`config.mk`:
```
export PLATFORM = sky130hd
export DESIGN_NAME = filter_channel_scheduler_flat
export DESIGN_NICKNAME = d
export VERILOG_FILES = /design/src/rtl/filter_sched_pkg.sv /design/src/rtl/filter_channel_scheduler_if.sv /design/src/rtl/filter_eval.sv /design/src/rtl/filter_channel_scheduler.sv /design/src/flat_wrapper.sv
export SDC_FILE = /design/constraint.sdc
export NUM_CORES = 1
export LEC_CHECK = 0
export ABC_CLOCK_PERIOD_IN_PS = 9100
export CAP_MARGIN = 15
export CORE_MARGIN = 1.5
export CORE_UTILIZATION = 40
export DETAILED_ROUTE_END_ITERATION = 7
export GPL_TIMING_DRIVEN = 0
export SLEW_MARGIN = 10
export SYNTH_ARGS = -nofsm -noshare
export SYNTH_HDL_FRONTEND = slang
export SYNTH_SLANG_ARGS = --single-unit
export TNS_END_PERCENT = 50
```
`constraint.sdc`:
```
create_clock -name clk -period 9.1 [get_ports clk]
set_input_delay 0.91 -clock clk [delete_from_list [all_inputs] [get_ports clk]]
set_output_delay 0.91 -clock clk [all_outputs]
set_load 0.05 [all_outputs]
```
`src/rtl/filter_sched_pkg.sv`:
```
// filter_sched_pkg: shared types and defaults for the multi-channel filter scheduler
package filter_sched_pkg;
  localparam int NCH_DEF = 4;
  localparam int W = 4;
  typedef enum logic [1:0] {IDLE, CALC, EMIT} state_e;
  typedef struct packed {
    logic [W-1:0] x1;
    logic [W-1:0] x2;
    logic [W-1:0] x3;
    logic [W-1:0] y1;
    logic [W-1:0] y2;
  } hist_t;
endpackage

```
`src/rtl/filter_channel_scheduler_if.sv`:
```
// filter_channel_scheduler_if: per-channel sample inputs and shared result output
interface filter_channel_scheduler_if import filter_sched_pkg::*; #(parameter int NCH = NCH_DEF);
  localparam int CW = $clog2(NCH);
  logic [NCH-1:0]   in_valid;
  logic [NCH*W-1:0] in_data;
  logic [NCH-1:0]   in_ready;
  logic [NCH-1:0]   clr;
  logic             out_valid;
  logic [CW-1:0]    out_chan;
  logic [W-1:0]     out_data;
  logic             busy;
  modport master (output in_valid, in_data, clr, input in_ready, out_valid, out_chan, out_data, busy);
  modport slave (input in_valid, in_data, clr, output in_ready, out_valid, out_chan, out_data, busy);
endinterface

```
`src/rtl/filter_eval.sv`:
```
// filter_eval: y = x - x1 + x2 + x3 + y1/2 + y2/4, all modulo 2^W
module filter_eval import filter_sched_pkg::*; (
  input  logic [W-1:0] x_i,
  input  hist_t        hist_i,
  output logic [W-1:0] y_o
);
  assign y_o = x_i - hist_i.x1 + hist_i.x2 + hist_i.x3 + (hist_i.y1 >> 1) + (hist_i.y2 >> 2);
endmodule

```
`src/rtl/filter_channel_scheduler.sv`:
```
// filter_channel_scheduler: round-robin time-multiplexing of one filter across NCH channel histories
module filter_channel_scheduler import filter_sched_pkg::*; #(parameter int NCH = NCH_DEF) (
  input logic clk,
  input logic reset,
  filter_channel_scheduler_if.slave bus
);
  localparam int CW = $clog2(NCH);
  state_e        state_q, state_d;
  logic [CW-1:0] rr_q, chan_q, out_chan_q, grant;
  logic [W-1:0]  x_q, y_q, y;
  logic          found;
  hist_t         hist_q [NCH];
  // walk offsets downward so the lowest offset from rr_q wins
  always_comb begin
    grant = rr_q;
    found = 1'b0;
    for (int i = NCH - 1; i >= 0; i--) begin
      if (bus.in_valid[(int'(rr_q) + i) % NCH]) begin
        grant = CW'((int'(rr_q) + i) % NCH);
        found = 1'b1;
      end
    end
  end
  always_comb begin
    state_d = state_q;
    state_d = (state_q == IDLE) ? (found ? CALC : IDLE) : (state_q == CALC) ? EMIT : IDLE;
  end
  filter_eval u_eval (.x_i(x_q), .hist_i(hist_q[chan_q]), .y_o(y));
  always_ff @(posedge clk) begin
    if (reset) begin
      state_q    <= IDLE;
      rr_q       <= '0;
      chan_q     <= '0;
      x_q        <= '0;
      y_q        <= '0;
      out_chan_q <= '0;
    end else begin
      state_q <= state_d;
      if (state_q == IDLE && found) begin
        x_q    <= bus.in_data[W*int'(grant) +: W];
        chan_q <= grant;
      end
      if (state_q == CALC) begin
        y_q        <= y;
        out_chan_q <= chan_q;
      end
      if (state_q == EMIT) rr_q <= (chan_q == CW'(NCH - 1)) ? '0 : chan_q + 1'b1;
    end
  end
  // clr takes priority over the write-back of the sample in flight
  always_ff @(posedge clk) begin
    for (int c = 0; c < NCH; c++) begin
      if (reset || bus.clr[c]) hist_q[c] <= '0;
      else if (state_q == CALC && chan_q == CW'(c))
        hist_q[c] <= '{x1: x_q, x2: hist_q[c].x1, x3: hist_q[c].x2, y1: y, y2: hist_q[c].y1};
    end
  end
  assign bus.in_ready  = (state_q == IDLE && found) ? ({{(NCH-1){1'b0}}, 1'b1} << grant) : '0;
  assign bus.out_valid = state_q == EMIT;
  assign bus.out_chan  = out_chan_q;
  assign bus.out_data  = y_q;
  assign bus.busy      = state_q != IDLE;
endmodule

```
`src/flat_wrapper.sv`:
```
// flat-port wrapper written by rule: the top's interface ports become plain ports
module filter_channel_scheduler_flat import filter_sched_pkg::*;
#(parameter int NCH = NCH_DEF)
  (clk, reset, bus_in_valid, bus_in_data, bus_clr, bus_in_ready, bus_out_valid, bus_out_chan, bus_out_data, bus_busy);
  filter_channel_scheduler_if #(.NCH(NCH)) bus_i ();
  input logic clk;
  input logic reset;
  input wire logic [$bits(bus_i.in_valid)-1:0] bus_in_valid;
  input wire logic [$bits(bus_i.in_data)-1:0] bus_in_data;
  input wire logic [$bits(bus_i.clr)-1:0] bus_clr;
  output wire logic [$bits(bus_i.in_ready)-1:0] bus_in_ready;
  output wire logic [$bits(bus_i.out_valid)-1:0] bus_out_valid;
  output wire logic [$bits(bus_i.out_chan)-1:0] bus_out_chan;
  output wire logic [$bits(bus_i.out_data)-1:0] bus_out_data;
  output wire logic [$bits(bus_i.busy)-1:0] bus_busy;
  assign bus_i.in_valid = bus_in_valid;
  assign bus_i.in_data = bus_in_data;
  assign bus_i.clr = bus_clr;
  assign bus_in_ready = bus_i.in_ready;
  assign bus_out_valid = bus_i.out_valid;
  assign bus_out_chan = bus_i.out_chan;
  assign bus_out_data = bus_i.out_data;
  assign bus_busy = bus_i.busy;
  filter_channel_scheduler #(.NCH(NCH)) u_core (.clk(clk), .reset(reset), .bus(bus_i));
endmodule
```
== Word-level counts from Yosys, hierarchy flattened ==
Memory sizes are Yosys's and may differ from the RTL's. A register that Yosys moved wholly into a read port is not among the register bits.
Index checks and enable logic that the tools add are counted.

* Memories: 1
* Word-level logic and storage cells: 99
* Register bits: 16
* RAM bits: 80
* Output and inout bits: 12
* Input bits: 26

{| class="wikitable"
|+ Memory list
! memory !! words !! width !! read ports !! clocked after memory_dff !! write ports !! RTL line !! RTL
|-
| u_core.hist_q || 4 || 20 || 5 || 1 || 4 || filter_channel_scheduler.sv:12 || <nowiki>hist_t hist_q [NCH];</nowiki>
|}

* Mux-type cells: 50
* Equal/unequal tests: 5
* $lt $le $gt $ge: 4
* Bitwise logic cells: 7
* Add/subtract/negate cells: 9
* Reductions and logical operators: 15
* Shift operators: 2

{| class="wikitable"
|+ Operator list
! kind !! count
|-
| 2-to-1 mux 20 bit || 4
|-
| 2-to-1 mux 1 bit || 32
|-
| 2-to-1 mux 2 bit || 9
|-
| indexed part select 16 x 5 -> 4 bit || 1
|-
| less-than comparator 3 x 4 -> 1 bit (second input constant) || 3
|-
| adder 4 bit || 2
|-
| binary-select mux 1 bit (select 2 bit) || 4
|-
| == test 2 bit (second input constant) || 3
|-
| OR reduction 2 bit || 3
|-
| logical AND 1 bit || 5
|-
| adder 2 x 1 -> 2 bit (second input constant) || 2
|-
| adder 2 bit (second input constant) || 2
|-
| adder 4 x 2 -> 4 bit || 1
|-
| adder 4 x 3 -> 4 bit || 1
|-
| == test 2 x 1 -> 1 bit (second input constant) || 2
|-
| logical NOT 2 bit || 2
|-
| logical OR 1 bit || 4
|-
| 2-to-1 mux 4 bit || 1
|-
| OR 1 bit || 4
|-
| << shifter 1 x 2 -> 4 bit (first input constant) || 1
|-
| subtractor 4 bit || 1
|-
| bitwise AND 1 bit (first input constant) || 3
|-
| less-than comparator 2 x 3 -> 1 bit (second input constant) || 1
|-
| nonzero test 2 bit || 1
|}

== Depth between registers and ports, before layout ==
Gate-level depths: netlist of the first run.

* Word-level depth: 13
* Gate-level depth with buffers: 15

== Hierarchy ==
Synthesis of the first run repeated with hierarchy kept, for this count alone.

* Cell total of the unflattened synthesis: 346
* Area total of the unflattened synthesis: 4,787.1 um2

{| class="wikitable"
|+ Modules (own cells, without submodules)
! module !! seq. area each (um2) !! area each (um2) !! times used !! cells an instance
|-
| filter_channel_scheduler || 2,762.6 || 4,390.5 || 1 || 305
|-
| filter_eval || 0.0 || 396.6 || 1 || 41
|}

== Worst setup path after synthesis of the first run ==
No wires, ideal clock.

* Path kind: register to register
* Start point: reg with a tool-made name
* End point: reg u_core.y_q[3] (netlist: u_core.bus.out_data[3])
* Data required time: 9.021 ns
* Setup slack: 4.862 ns
* Data arrival time: 4.159 ns
* Setup time: 0.079 ns
* Cell stages (with the launch flop): 14
* Cells stage by stage: dfxtp_1 > buf_6 > buf_2 > mux4_2 > fa_1 > fa_1 > inv_1 > fa_1 > inv_1 > ha_1 > a21o_1 > a21oi_1 > xnor3_2 > a211oi_2

{| class="wikitable"
|+ RTL lines
! element !! RTL line !! RTL
|-
| end signal, assigned || filter_channel_scheduler.sv:44 || <nowiki>y_q <= y;</nowiki>
|-
| end, declared || filter_channel_scheduler.sv:10 || <nowiki>logic [W-1:0] x_q, y_q, y;</nowiki>
|}

==> results of run 1 <==
==> worst max-delay path: stages (launching register included) <==
cell and delay, ns:
dfxtp_1 0.31, clkbuf_1 0.35, clkbuf_1 0.62, mux4_2 0.43, fa_1 0.50, fa_1 0.55, inv_1 0.06, fa_1 0.59
inv_1 0.06, ha_1 0.28, a21o_1 0.15, a21oi_1 0.18, xnor3_2 0.43, a211oi_2 0.22
==> power by group <==
group	internal [mW]	switching, mW
logic	0.134	0.179
registers	0.451	0.0128
clock network	0.125	0.134
==> state kept, by name (all words and copies together), names as in the netlist, named ones only <==
name,flops
u_core.state_q,2
u_core.bus.out_data,4
u_core.rr_q,2
u_core.x_q,4
u_core.hist_q,68
u_core.bus.out_chan,2
u_core.chan_q,2
==> logic make-up (layout without fill, tap and decap cells) <==
group	Yosys count	after routing	share of synthesized area
flops	86	86	0.569
mux	26	26	0.113
fa+ha+maj	17	17	0.0681
buf+inv	38	91	0.0361
xor+xnor	10	10	0.0243
simple gates	116	116	0.147
compound gates	25	25	0.0433
==> synthesized netlist by cell type (all sizes together) (7+ instances only) <==
library cell / number / share of area
a21oi: 7 / 0.0083
and2: 44 / 0.065
clkbuf: 10 / 0.0089
dfxtp: 18 / 0.085
edfxtp: 68 / 0.48
fa: 10 / 0.047
ha: 7 / 0.021
inv: 25 / 0.022
mux2i: 10 / 0.024
mux4: 16 / 0.089
nand2: 10 / 0.0089
nor2: 38 / 0.034
xnor2: 7 / 0.015
==> worst max path at each step <==
stage | endpoint | slack, ns | cells past startpoint
finish | u_core.bus.out_data[3]$_SDFFE_PP0P_ | 4.29 | 13
detailed placement | u_core.bus.out_data[3]$_SDFFE_PP0P_ | 4.27 | 13
CTS | u_core.bus.out_data[3]$_SDFFE_PP0P_ | 4.25 | 13
global placement | u_core.bus.out_data[3]$_SDFFE_PP0P_ | 4.21 | 13
floorplan | u_core.bus.out_data[3]$_SDFFE_PP0P_ | 4.86 | 13
global route | u_core.bus.out_data[3]$_SDFFE_PP0P_ | 4.06 | 13
==> layer usage <==
layer / vias up / global-route usage
met5: - / 0
met4: 0 / 0.0676
met3: 13 / 0.0229
met2: 53 / 0.276
met1: 1272 / 0.242
li1: 1219 / -
==> layout make-up <==
class,count,area [um2],share of cell area
Multi-Input combinational cell,194,1670,0.337
Buffer,13,58.8,0.0119
Clock buffer,9,124,0.0250
Tap cell,136,170,0.0344
Timing Repair Buffer,37,370,0.0748
Clock inverter,7,65.1,0.0131
Sequential cell,86,2400,0.485
Inverter,25,93.8,0.0189
==> through the flow <==
step           setup slack (ns)  utilization  instance area, um2
2_1_floorplan              4.86            -                4220
3_3_place_gp               4.21        0.463                4760
3_5_place_dp               4.27        0.463                4760
4_1_cts                    4.25        0.482                4950
5_1_grt                    4.06        0.482                4950
6_report                   4.29        0.482                4950
==> impl_results.md, run 1 <==
- Uppermost layer routed: met4
- Width of the chip: 106 um
- Largest net degree at the start of global routing: 18
- Hold Path Cell Cnt: 2
- Total GRT Usage: 0.173
- CTS Sinks: 86
- Initial antenna violation count: 0
- Vias/cell: 5.04
- Worst R2R Setup Slack: 4.29 ns
- CTS Buffer Depth: 2
- Layout area overhead: 17.3%
- Final Max Slew Viols: 0
- Register area share after synthesis: 0.569
- Overall Power: 1.03 mW
- Mapped cell area: 4220 um2
- GRT Residual Overflow: 0
- Initial Utilization: 0.411
- Fill count: 965
- Max_cap viols: 0
- Status: completed
- RSZ-0062 raised after global routing: no
- Iter 0 DRT Violations: 147
- Top_reg_cell synth: edfxtp_1
- Crit Path Max Fanout: 10
- Post_cts resized: 0
- Fmax: 0.208 GHz
- Pleak: 1.87 nW
- Most common cell after layout, fill and taps aside: edfxtp_1
- DRC Markers: 0
- DR vias: 2557
- Endpoint type of the worst setup path: flop
- Pwr per Cell Area: 209 nW/um2
- Met1 wire length: 4240 um
- Final Hold Slack: 0.463 ns
- Peak supply drop: 0.134 mV
- Clk pin slew, worst setup/hold paths: 0.08 ns
- Avg WL per Cell: 17.6 um
- Post-CTS setup buffer count: 0
- R2R Path End: u_core.bus.out_data[3]$_SDFFE_PP0P_
- Number of CTS-inserted buffers: 9
- Mapped Avg Cell Area: 13.3 um2
- Setup Viol. Count Final: 0
- TNS Setup: 0 ns
- Reg2Reg Depth: 13
- Synthesis-stage register bit count: 86
- HP Start: u_core.bus.out_chan[0]$_SDFFE_PP0P_
- Net Count, Synth: 361
- Clk Latency, worst-skew pair: 0.36 ns
- Post-DP HPWL: 6180 um
- DR WL met3: 298 um
- DRT Pass-1 Iters: 4
- Synth unique cells: 34
- CP startpoint kind: flop
- CTS root buf: clkbuf_8
- Ys async rst share: 0
- First-pass GRT wire length: 14300 um
- Slew headroom: 0.406
- Mapped Cells: 318
- Fin crit share: 0.528
- Rows: 37
- Routed wire length: 8920 um
- Placed Cells incl. Taps: 491
- Most frequent cells in the layout: edfxtp_1 (68), and2_1 (44), nor2_1 (38)
- Antenna Nets Post-Route: 0
- NumNets Final: 409
- WS Path Type: flop to flop
- CP arrival: 5.09 ns
- Final Wtd Congestion: 0.816
- Layout cell share with drive strength beyond 1: 0.0916
- IO Pins: 38
- CTS tree: yes
- EDFF count, synth: 68
- Setup Skew: 0.0137 ns
- CTS H-tree depth: 3
- Die area: 11200 um2
- Worst-margin pin slew: 0.891 ns
- Core Area: 10300 um2
- Hold EP: u_core.bus.out_chan[0]$_SDFFE_PP0P_
- Quantity of hold-fixing buffers added after cts: 0
- PortBufs: 37
- Die height: 106 um
- Worst EP required: 9.38 ns
- Post-layout min period: 4.81 ns
- Metal2 WL: 4210 um
- Vias in the first global route: 2632
- Ys Warns: 0
- Fin cells: 507
- Hold Path Class: flop to flop
- Hold Vio Cnt, Final: 0
- Antenna fix cells: 0
Note: power is estimated with default switching activity, not from simulation.
==> run 2: changes to the inputs <==
--- a/config.mk
+++ b/config.mk
@@ -5,7 +5,7 @@
 export SDC_FILE = /design/constraint.sdc
 export NUM_CORES = 1
 export LEC_CHECK = 0
-export ABC_CLOCK_PERIOD_IN_PS = 9100
+export ABC_CLOCK_PERIOD_IN_PS = 4700
 export CAP_MARGIN = 15
 export CORE_MARGIN = 1.5
 export CORE_UTILIZATION = 40
==> constraint.sdc (replaced) <==
create_clock -name clk -period 4.7 [get_ports clk]
set_input_delay 0.47 -clock clk [delete_from_list [all_inputs] [get_ports clk]]
set_output_delay 0.47 -clock clk [all_outputs]
set_load 0.05 [all_outputs]
==> impl_results.md, run 2 (synthesis results as in run 1) <==
- Cells along the critical path: buf_2 -> mux4_2 -> fa_1 -> fa_1 -> inv_1 -> fa_1 -> inv_1 -> ha_1 -> a21o_1 -> a21oi_1 -> xnor3_2 -> a211oi_2
- PortBufs: 37
- CTS root buf: clkbuf_8
- GRT Residual Overflow: 0
- DRC Markers: 0
- Largest stage delay, worst path: 0.59 ns
- Combinational cell fraction of total power: 0.301
- Clk pin slew, worst setup/hold paths: 0.08 ns
- Switch share: 0.314
- CP most frequent cell: fa_1
- Final Hold Slack: 0.463 ns
- Worst-margin pin slew: 0.881 ns
- Place WS: -0.131 ns
- Top reg by flops: u_core.hist_q
- CP Depth: 12
- Final Util: 0.481
- Post-layout min period: 4.37 ns
- Top delay family on crit path: adder cells
- Pwr per Cell Area: 405 nW/um2
- Number of CTS-inserted buffers: 9
- Max_cap viols: 0
- Avg WL per Cell: 17.5 um
- Status: completed
- Fin cells: 505
- HP Start: u_core.bus.out_chan[0]$_SDFFE_PP0P_
- Final Max Slew Viols: 0
- Largest net degree at the start of global routing: 18
- Hold Vio Cnt, Final: 0
- Width of the chip: 106 um
- Die area: 11200 um2
- Quantity of hold-fixing buffers added after cts: 0
- Slew headroom: 0.413
- Post-DP HPWL: 6180 um
- Fmax: 0.229 GHz
- Vias/cell: 5.04
- Most common cell after layout, fill and taps aside: edfxtp_1
- Hold EP: u_core.bus.out_chan[0]$_SDFFE_PP0P_
- Worst EP required: 4.98 ns
- R2R Path End: u_core.bus.out_data[3]$_SDFFE_PP0P_
- Pint: 1.37 mW
- Worst Setup Slack, final: 0.328 ns
- Fin crit share: 0.930
- Max reg flops: 68
- CTS tree: yes
- Rows: 37
- Hold Path Cell Cnt: 2
- Core Area: 10300 um2
- DR vias: 2547
- Initial Utilization: 0.411
- Initial antenna violation count: 0
- Die height: 106 um
- Crit Path Max Fanout: 10
- Routed wire length: 8850 um
- Antenna Nets Post-Route: 0
- Worst R2R Setup Slack: 0.33 ns
- Reg2Reg Depth: 12
- Setup Viol. Count Final: 0
- Clock share of power: 0.250
- Layout cell share with drive strength beyond 1: 0.0921
- CP startpoint kind: flop
- Peak supply drop: 0.258 mV
- NumNets Final: 407
- Endpoint type of the worst setup path: flop
- Clk Latency, worst-skew pair: 0.35 ns
- Slowest-stage cell, CP: fa_1
- Layout area overhead: 17.1%
- DRT Pass-1 Iters: 4
- Setup Skew: 0.0118 ns
- Net Switching: 0.629 mW
- WS Path Type: flop to flop
- RSZ-0062 raised after global routing: no
- Final Wtd Congestion: 0.816
- Placed Cells incl. Taps: 491
- Sequential share of power: 0.449
- CTS H-tree depth: 3
- IO Pins: 38
- Pleak: 1.86 nW
- CP arrival: 4.65 ns
- Post_cts resized: 1
- WP buf/inv: 3
- Hold Path Class: flop to flop
- Antenna fix cells: 0
- CTS Buffer Depth: 2
- Iter 0 DRT Violations: 154
- First-pass GRT wire length: 14300 um
- Vias in the first global route: 2632
- Most frequent cells in the layout: edfxtp_1 (68), and2_1 (44), nor2_1 (38)
- Post-CTS setup buffer count: 0
- Total GRT Usage: 0.173
- Fill count: 968
- CTS Sinks: 86
-- run 2: cell types whose count changed in the layout (fill, tap and decap cells not counted) --
cell      delta
clkbuf_1     -2
-- run 2: metrics by stage --
stage,power [mW],cell area (um2),setup TNS (ns)
after floorplan,1.35,4220,0
final,2.00,4940,0
after CTS,2.02,4950,0
after global placement,1.52,4760,-0.791
after detailed placement,1.52,4760,-0.472
after global routing,2.11,4940,0
-- run 2: per-layer routing --
metal / vias to the layer above / global-route usage / share of wire
met5: - / 0 / 0
met3: 12 / 0.0229 / 0.033
li1: 1216 / - / -
met4: 0 / 0.0676 / 0.020
met2: 63 / 0.276 / 0.46
met1: 1256 / 0.242 / 0.48
-- run 2: how the worst max path moves through the flow --
stage	startpoint	to
2_1_floorplan	flop	u_core.bus.out_data[3]$_SDFFE_PP0P_
3_3_place_gp	flop	u_core.bus.out_data[3]$_SDFFE_PP0P_
3_5_place_dp	flop	u_core.bus.out_data[3]$_SDFFE_PP0P_
4_1_cts	flop	u_core.bus.out_data[3]$_SDFFE_PP0P_
5_1_grt	flop	u_core.bus.out_data[3]$_SDFFE_PP0P_
6_report	flop	u_core.bus.out_data[3]$_SDFFE_PP0P_
-- run 2: final cells by class --
type | instances | area [um2] | area share
Buffer | 11 | 51.3 | 0.0104
Multi-Input combinational cell | 194 | 1670 | 0.337
Clock buffer | 9 | 124 | 0.0251
Sequential cell | 86 | 2400 | 0.486
Timing Repair Buffer | 37 | 370 | 0.0749
Tap cell | 136 | 170 | 0.0344
Inverter | 25 | 93.8 | 0.0190
Clock inverter | 7 | 65.1 | 0.0132
-- run 2: power by group through the flow --
stage          logic [mW]  registers [mW]  clock network [mW]
2_1_floorplan       0.406           0.940                   0
3_3_place_gp        0.611           0.914                   0
3_5_place_dp        0.608           0.915                   0
4_1_cts             0.614           0.898               0.510
5_1_grt             0.667           0.907               0.540
6_report            0.602           0.899               0.501
-- run 2: worst reg2reg max path: cells and delay by family, from the launching register on --
| family | cells | cell delay [ns] |
|---|---|---|
| fa+ha+maj | 4 | 1.90 |
| buf+inv | 3 | 0.49 |
| mux | 1 | 0.40 |
| flops | 1 | 0.52 |
| compound gates | 3 | 0.55 |
| xor+xnor | 1 | 0.43 |
